`config.mk`:
```
export PLATFORM = sky130hd
export DESIGN_NAME = rx_buffer_controller
export DESIGN_NICKNAME = d
export VERILOG_FILES = /design/src/rtl/rx_buffer_controller.sv
export SDC_FILE = /design/constraint.sdc
export NUM_CORES = 1
export LEC_CHECK = 0
export BUFFER_PORTS_ARGS = -buffer_cell sky130_fd_sc_hd__buf_2
export CAP_MARGIN = 20
export CORE_ASPECT_RATIO = 0.75
export CORE_UTILIZATION = 40
export DETAILED_ROUTE_END_ITERATION = 10
export PLACE_DENSITY = 0.68
export SLEW_MARGIN = 10
export SYNTH_ARGS = -nofsm -noshare
export SYNTH_HDL_FRONTEND = slang
export SYNTH_SLANG_ARGS = --single-unit
export TNS_END_PERCENT = 30
```
`constraint.sdc`:
```
create_clock -name clk -period 3.4 [get_ports clk]
set_input_delay 0.68 -clock clk [delete_from_list [all_inputs] [get_ports clk]]
set_output_delay 0.68 -clock clk [all_outputs]
set_load 0.01 [all_outputs]
```
`src/rtl/rx_buffer_controller.sv`:
```
// Receive FIFO with first-word fall-through head, sticky overrun, idle-bit
// receive timeout FSM and a registered interrupt combining level/timeout/overrun.
module rx_buffer_controller #(
  parameter int DEPTH        = 8,
  parameter int DATA_W       = 8,
  parameter int TIMEOUT_BITS = 32
) (
  input  logic                       clk,
  input  logic                       reset_n,
  input  logic                       rx_en_i,
  input  logic                       rx_valid_i,
  input  logic [DATA_W-1:0]          rx_data_i,
  input  logic                       rx_parity_err_i,
  input  logic                       rx_frame_err_i,
  input  logic                       tick_i,
  input  logic                       rd_en_i,
  input  logic                       flush_i,
  input  logic                       clr_overrun_i,
  input  logic [$clog2(DEPTH):0]     thresh_i,
  output logic [DATA_W-1:0]          rd_data_o,
  output logic [1:0]                 rd_err_o,
  output logic [$clog2(DEPTH):0]     level_o,
  output logic                       empty_o,
  output logic                       full_o,
  output logic                       overrun_o,
  output logic                       timeout_o,
  output logic                       irq_o
);
  localparam int AW = $clog2(DEPTH);
  localparam int LW = AW + 1;
  localparam int EW = DATA_W + 2;
  localparam int CW = $clog2(TIMEOUT_BITS + 1);
  localparam logic [CW-1:0] TIMEOUT_VAL = CW'(TIMEOUT_BITS);

  typedef enum logic [1:0] {IDLE, COUNT, TIMEOUT} state_t;

  logic [EW-1:0] mem [DEPTH];
  logic [AW-1:0] wr_ptr_reg, rd_ptr_reg;
  logic [LW-1:0] level_reg, level_next;
  logic          overrun_reg;
  logic          irq_reg;
  state_t        state_reg, state_next;
  logic [CW-1:0] cnt_reg, cnt_next;
  logic          empty, full, push, pop, drop, activity;
  logic [EW-1:0] head;

  assign empty    = (level_reg == '0);
  assign full     = (level_reg == LW'(DEPTH));
  assign pop      = rd_en_i & ~empty & ~flush_i;
  assign push     = rx_valid_i & rx_en_i & ~flush_i & (~full | pop);
  assign drop     = rx_valid_i & rx_en_i & ~flush_i & full & ~pop;
  assign activity = push | pop;

  always_comb begin
    level_next = level_reg;
    if (flush_i)
      level_next = '0;
    else if (push && !pop)
      level_next = level_reg + LW'(1);
    else if (pop && !push)
      level_next = level_reg - LW'(1);
  end

  // Storage has no reset: a reset empties the FIFO through the pointers/level only.
  always_ff @(posedge clk) begin
    if (push)
      mem[wr_ptr_reg] <= {rx_parity_err_i, rx_frame_err_i, rx_data_i};
  end

  always_ff @(posedge clk or negedge reset_n) begin
    if (!reset_n) begin
      wr_ptr_reg  <= '0;
      rd_ptr_reg  <= '0;
      level_reg   <= '0;
      overrun_reg <= 1'b0;
    end else begin
      level_reg <= level_next;
      if (flush_i) begin
        wr_ptr_reg <= '0;
        rd_ptr_reg <= '0;
      end else begin
        if (push)
          wr_ptr_reg <= wr_ptr_reg + AW'(1);
        if (pop)
          rd_ptr_reg <= rd_ptr_reg + AW'(1);
      end
      // a dropped frame in the same cycle as a clear keeps the flag set
      if (drop)
        overrun_reg <= 1'b1;
      else if (clr_overrun_i)
        overrun_reg <= 1'b0;
    end
  end

  always_comb begin
    state_next = state_reg;
    cnt_next   = cnt_reg;
    if (flush_i) begin
      state_next = IDLE;
      cnt_next   = '0;
    end else begin
      case (state_reg)
        IDLE: begin
          cnt_next = '0;
          if (level_reg != '0)
            state_next = COUNT;
        end
        COUNT: begin
          if (level_next == '0) begin
            state_next = IDLE;
            cnt_next   = '0;
          end else if (activity) begin
            cnt_next = '0;
          end else if (tick_i) begin
            cnt_next = cnt_reg + CW'(1);
            if (cnt_reg + CW'(1) == TIMEOUT_VAL)
              state_next = TIMEOUT;
          end
        end
        TIMEOUT: begin
          if (activity) begin
            cnt_next   = '0;
            state_next = (level_next != '0) ? COUNT : IDLE;
          end
        end
        default: begin
          state_next = IDLE;
          cnt_next   = '0;
        end
      endcase
    end
  end

  always_ff @(posedge clk or negedge reset_n) begin
    if (!reset_n) begin
      state_reg <= IDLE;
      cnt_reg   <= '0;
      irq_reg   <= 1'b0;
    end else begin
      state_reg <= state_next;
      cnt_reg   <= cnt_next;
      irq_reg   <= ((thresh_i != '0) && (level_reg >= thresh_i))
                   | (state_reg == TIMEOUT) | overrun_reg;
    end
  end

  assign head      = mem[rd_ptr_reg];
  assign rd_data_o = empty ? '0 : head[DATA_W-1:0];
  assign rd_err_o  = empty ? '0 : head[EW-1:DATA_W];
  assign level_o   = level_reg;
  assign empty_o   = empty;
  assign full_o    = full;
  assign overrun_o = overrun_reg;
  assign timeout_o = (state_reg == TIMEOUT);
  assign irq_o     = irq_reg;
endmodule

```
==> results of run 1 <==
metal layers:
metal | up-vias | GRT usage | share of wire
li1 | 1314 | - | -
met1 | 1416 | 0.2188 | 0.47
met2 | 55 | 0.2727 | 0.48
met3 | 10 | 0.03343 | 0.041
met4 | 0 | 0.04980 | 0.012
met5 | - | 0 | 0
through the flow:
| step | instances | instance area, um2 |
|---|---|---|
| 4_1_cts | 509 | 5275 |
| 3_3_place_gp | 493 | 4992 |
| 2_1_floorplan | 312 | 4577 |
| 5_1_grt | 509 | 5275 |
| 3_5_place_dp | 493 | 4992 |
| 6_report | 509 | 5275 |
worst max-delay path, stage by stage, from the launching register on:
cell and delay (ns):
dfrtp_1 0.82, buf_4 0.31, mux4_2 0.32, mux2i_1 0.19
nor2_1 0.08, buf_2 0.16
final timing paths:
| check | slack [ns] | cells after the start | startpoint | end |
|---|---|---|---|---|
| setup reg to reg | 0.52 | 9 | level_o[0] | cnt_reg[0] |
| setup / recovery | 0.50 | 5 | rd_ptr_reg[1] | rd_data_o[7] |
| hold / removal | 0.30 | 1 | reset_n | cnt_reg[2] |
| max in group asynchronous | 2.76 | 1 | reset_n | rd_ptr_reg[1] |
| hold reg to reg | 0.52 | 2 | overrun_o | irq_o |
| min in group clk | 0.52 | 2 | overrun_o | irq_o |
cell families after synthesis:
group           after synthesis  synth area share
fa+ha+maj                     9           0.02460
compound gates               38           0.06288
simple gates                106            0.1227
mux                          32            0.1247
buf+inv                      22           0.02132
flops                       100            0.6342
xor+xnor                      5          0.009570
power breakdown:
group          leakage, nW  switching, mW  internal [mW]
logic                0.800          0.468          0.393
registers            0.994         0.0545           1.36
clock network        0.136          0.446          0.506
cell type report:
type	instances	area share
Sequential cell	100	0.5503
Multi-Input combinational cell	190	0.3000
Timing Repair Buffer	52	0.05503
Clock buffer	9	0.04269
Tap cell	140	0.03321
Clock inverter	7	0.01091
Inverter	11	0.007827
cell usage after synthesis (5+ instances only):
cell type and instances:
nand3_1 9, mux4_2 20, a21oi_1 6, o21ai_0 5
edfxtp_1 80, dfrtp_1 20, ha_1 9, mux2i_1 12
nor3_1 9, inv_1 11, a31oi_1 5, nand2b_1 8
nand2_1 21, nor2_1 33, clkbuf_1 6
==> impl_metrics.tcl, run 1 <==
set metrics [dict create \
    fp.dieW_um 125.5 \
    track_usage 0.1640 \
    cts_made_buffers 9 \
    grt_overflow_total 0 \
    synth_seq_cells 100 \
    design.core.area_um2 11020 \
    vias 2795 \
    drt-total-wl_mm 9.298 \
    tritoncts "done" \
    cts.repair.resized 0 \
    gp_congestion 0.8468 \
    layout_min_cycle_time_ns 2.900 \
    antenna_cells 0 \
    clock.fmax_ghz 0.3448 \
    end_kind "output pin" \
    multiInputGateArea_um2 1583 \
    async_reset_ff_frac 0.2000 \
    drc 1 \
    crit_arrival_ns 2.22 \
    vdd_ir_drop_max_mv 0.3113 \
    clkTransAtPathRegs_ns 0.07 \
    fin_ws_ns 0.5000 \
    insertion_delay_ns 0.34 \
    syn_avg_cell_area_um2 14.67 \
    synthCells 312 \
    required_ns 2.72 \
    synth-seq-area-share 0.6342 \
    cts_buffer_depth 2 \
    dieArea_um2 11880 \
    dp_hpwl_mm 6.130 \
    p_leak_nw 1.930 \
    ys_warn_count 0 \
    postLayoutCoreUtil 0.4785 \
    rsz0062_at_grt "no" \
    antenna_found_initial 0 \
    worst_pin_slew_ns 0.7639 \
    grt_pass1_wl_mm 14.53 \
    fillers 942 \
    drt_pass1_iterations 7 \
    initial_utilization 0.4152 \
    final_common_cell "edfxtp_1" \
    power_mw 3.229 \
    synth_ff_type "edfxtp_1" \
    yosysTopAreaCellShare 0.5249 \
    root_buffer "clkbuf_16" \
    finalCritPeriodShare 0.8530 \
    synth_area_leader_cell "edfxtp_1" \
    grt_max_degree 26 \
    dpl_worst_slack_ns 0.5094 \
    synth_nets 343 \
    tns_ns 0 \
    cts_num_sinks 100 \
    syn-cell-area_um2 4577 \
    worstSetupPathType "reg2out" \
    drive_gt1_frac 0.2629 \
    skew_ns 0.008601 \
    hold_path.class "in2async" \
    wl_per_cell_um 18.27 \
    synth_edf_count 80 \
    outcome "finished with violations" \
    postRouteAntennaNets 0 \
    largest_reg_flops 80 \
    cts-htree-levels 3 \
    max_slew_margin 0.4907 \
    ys_types 50 \
    hold-worst-slack_ns 0.2953 \
    setup_violations 0 \
    cts_hold_buf 0 \
    grt_pass1_vias 2727 \
    port_buffers 40 \
    failed_checks "DRC" \
    critPathLaunchType "register" \
    initialDrtViolationCount 221 \
    pin_count 41 \
    layout_common_cells "80 x edfxtp_1, 40 x buf_2, 33 x nor2_1" \
    final_max_slew_viol_count 0 \
    vias_per_cell 5.491 \
    post_cts_buffers 0 \
    synth_area_leaders "edfxtp_1 52%, dfrtp_1 11%, mux4_2 9.8%, nor2_1 2.7%, mux2i_1 2.6%" \
    seqCellArea_um2 2903 \
    die-height_um 94.64 \
    hold_viol 0 \
    power.density_nw_per_um2 612.1 \
    drv_cap 0 \
    rows 33 \
    areaGrowthSynthToFinish_pct 15.25 \
    nNetsFinal 395 \
    path_max_fanout 15 \
]
Note: power is estimated with default switching activity, not from simulation.
==> run 2, diff against run 1 <==
==> constraint.sdc (replaced) <==
create_clock -name clk -period 3.1 [get_ports clk]
set_input_delay 0.62 -clock clk [delete_from_list [all_inputs] [get_ports clk]]
set_output_delay 0.62 -clock clk [all_outputs]
set_load 0.01 [all_outputs]
==> run 2 against run 1 <==
The flow still finishes with violations (DRC); register-to-register slack worse by 0.25 ns; cell count up 0.59%; highest routed layer unchanged; core utilization increased by 0.53 points; power grew 14%; clock power rose by 23%; first-iteration DRC count down 10%.
==> impl_metrics.tcl, run 2 (synthesized netlist as in run 1, its figures left out) <==
set metrics [dict create \
    vias 2771 \
    hold_viol 0 \
    cts_buffer_depth 2 \
    final_max_slew_viol_count 0 \
    insertion_delay_ns 0.35 \
    rsz0062_at_grt "no" \
    critPathLaunchType "register" \
    required_ns 3.38 \
    dieArea_um2 11880 \
    track_usage 0.1633 \
    clock.fmax_ghz 0.3528 \
    vias_per_cell 5.412 \
    hold-worst-slack_ns 0.2203 \
    final_common_cell "edfxtp_1" \
    drc 1 \
    worst_pin_slew_ns 0.7702 \
    grt_max_degree 21 \
    areaGrowthSynthToFinish_pct 16.54 \
    rows 33 \
    vdd_ir_drop_max_mv 0.3442 \
    pin_count 41 \
    crit_arrival_ns 3.11 \
    path_max_fanout 7 \
    gp_congestion 0.8548 \
    drive_gt1_frac 0.2715 \
    crit_chain "inv_1 -> ha_1 -> nor3b_4 -> nor2_1 -> a311o_1 -> a22oi_2 -> a311oi_4 -> or4b_1 -> o21ai_1" \
    drv_cap 0 \
    slowest_stage "a311oi_4" \
    cts-htree-levels 3 \
    grt_pass1_wl_mm 14.28 \
    nNetsFinal 398 \
    fp.dieW_um 125.5 \
    cpLargestDelayFamily "compound AO/OA/AOI/OAI gates" \
    root_buffer "clkbuf_16" \
    post_cts_buffers 0 \
    cts_hold_buf 0 \
    wl_per_cell_um 17.67 \
    finalCritPeriodShare 0.9145 \
    layout_common_cells "80 x edfxtp_1, 40 x buf_2, 33 x nor2_1" \
    cts_made_buffers 9 \
    dpl-instance-area_um2 5015 \
    power.density_nw_per_um2 687.8 \
    grt_pass1_vias 2573 \
    place_inst 496 \
    path_buf_inv 1 \
    fillers 909 \
    grt_overflow_total 0 \
    cpPeakStageDelay_ns 0.48 \
    worstSetupPathType "reg2reg" \
    dp_hpwl_mm 5.930 \
    drt-total-wl_mm 9.047 \
    tns_ns 0 \
    clkTransAtPathRegs_ns 0.07 \
    antenna_cells 0 \
    cts.repair.resized 0 \
    end_kind "register" \
    cts_num_sinks 100 \
    largest_reg_flops 80 \
    fin_ws_ns 0.2652 \
    postRouteAntennaNets 0 \
    skew_ns 0.009507 \
    tritoncts "done" \
    outcome "finished with violations" \
    p_leak_nw 1.963 \
    design_area_um2 5334 \
    port_buffers 40 \
    setup_violations 0 \
    initial_utilization 0.4152 \
    layoutNonFillerInstCount 512 \
    antenna_found_initial 0 \
    die-height_um 94.64 \
    hold_path.class "in2async" \
    dpl_worst_slack_ns 0.3120 \
    drt_pass1_iterations 8 \
    layout_min_cycle_time_ns 2.835 \
    failed_checks "DRC" \
    max_slew_margin 0.4865 \
    design.core.area_um2 11020 \
    initialDrtViolationCount 199 \
]
[run 2: changes by cell type in the layout (fill, tap and decap cells not counted)]
cell       previous run  this run
clkinv_4              2         1
inv_8                 1         2
bufinv_16             0         1
clkinv_1              1         0
buf_4                12        15
inv_6                 2         1
clkinv_8              0         1
[run 2: cell type report]
class | instances | area, um2 | area share
Sequential cell | 100 | 2903 | 0.5442
Multi-Input combinational cell | 190 | 1583 | 0.2967
Timing Repair Buffer | 55 | 312.8 | 0.05864
Clock buffer | 9 | 225.2 | 0.04222
Tap cell | 140 | 175.2 | 0.03284
Clock inverter | 7 | 93.84 | 0.01759
Inverter | 11 | 41.29 | 0.007741
[run 2: path summary, 6_finish.rpt]
path | cells after the start | end | from | slack (ns)
max in group asynchronous | 1 | rd_ptr_reg[1] | reset_n | 2.55
min reg2reg | 2 | irq_o | overrun_o | 0.51
min | 1 | cnt_reg[3] | reset_n | 0.22
max | 9 | cnt_reg[0] | level_o[0] | 0.27
min in group clk | 2 | overrun_o | clr_overrun_i | 0.46
max reg2reg | 9 | cnt_reg[0] | level_o[0] | 0.27
[run 2: routing by layer]
metal / GRT usage / part of all wire
met5: 0 / 0
met2: 0.2500 / 0.46
met3: 0.03569 / 0.057
met4: 0.06402 / 0.015
met1: 0.2282 / 0.47
[run 2: report_power, final]
part / internal, mW / leakage, nW / switching (mW)
Clock: 0.648 / 0.153 / 0.520
Sequential: 1.49 / 0.994 / 0.0591
Combinational: 0.441 / 0.816 / 0.509
[run 2: stage by stage]
step | utilization | total power [mW]
6_report | 0.4838 | 3.669
3_3_place_gp | 0.4549 | 2.517
4_1_cts | 0.4838 | 3.700
3_5_place_dp | 0.4549 | 2.535
5_1_grt | 0.4838 | 3.832
2_1_floorplan | - | 2.238
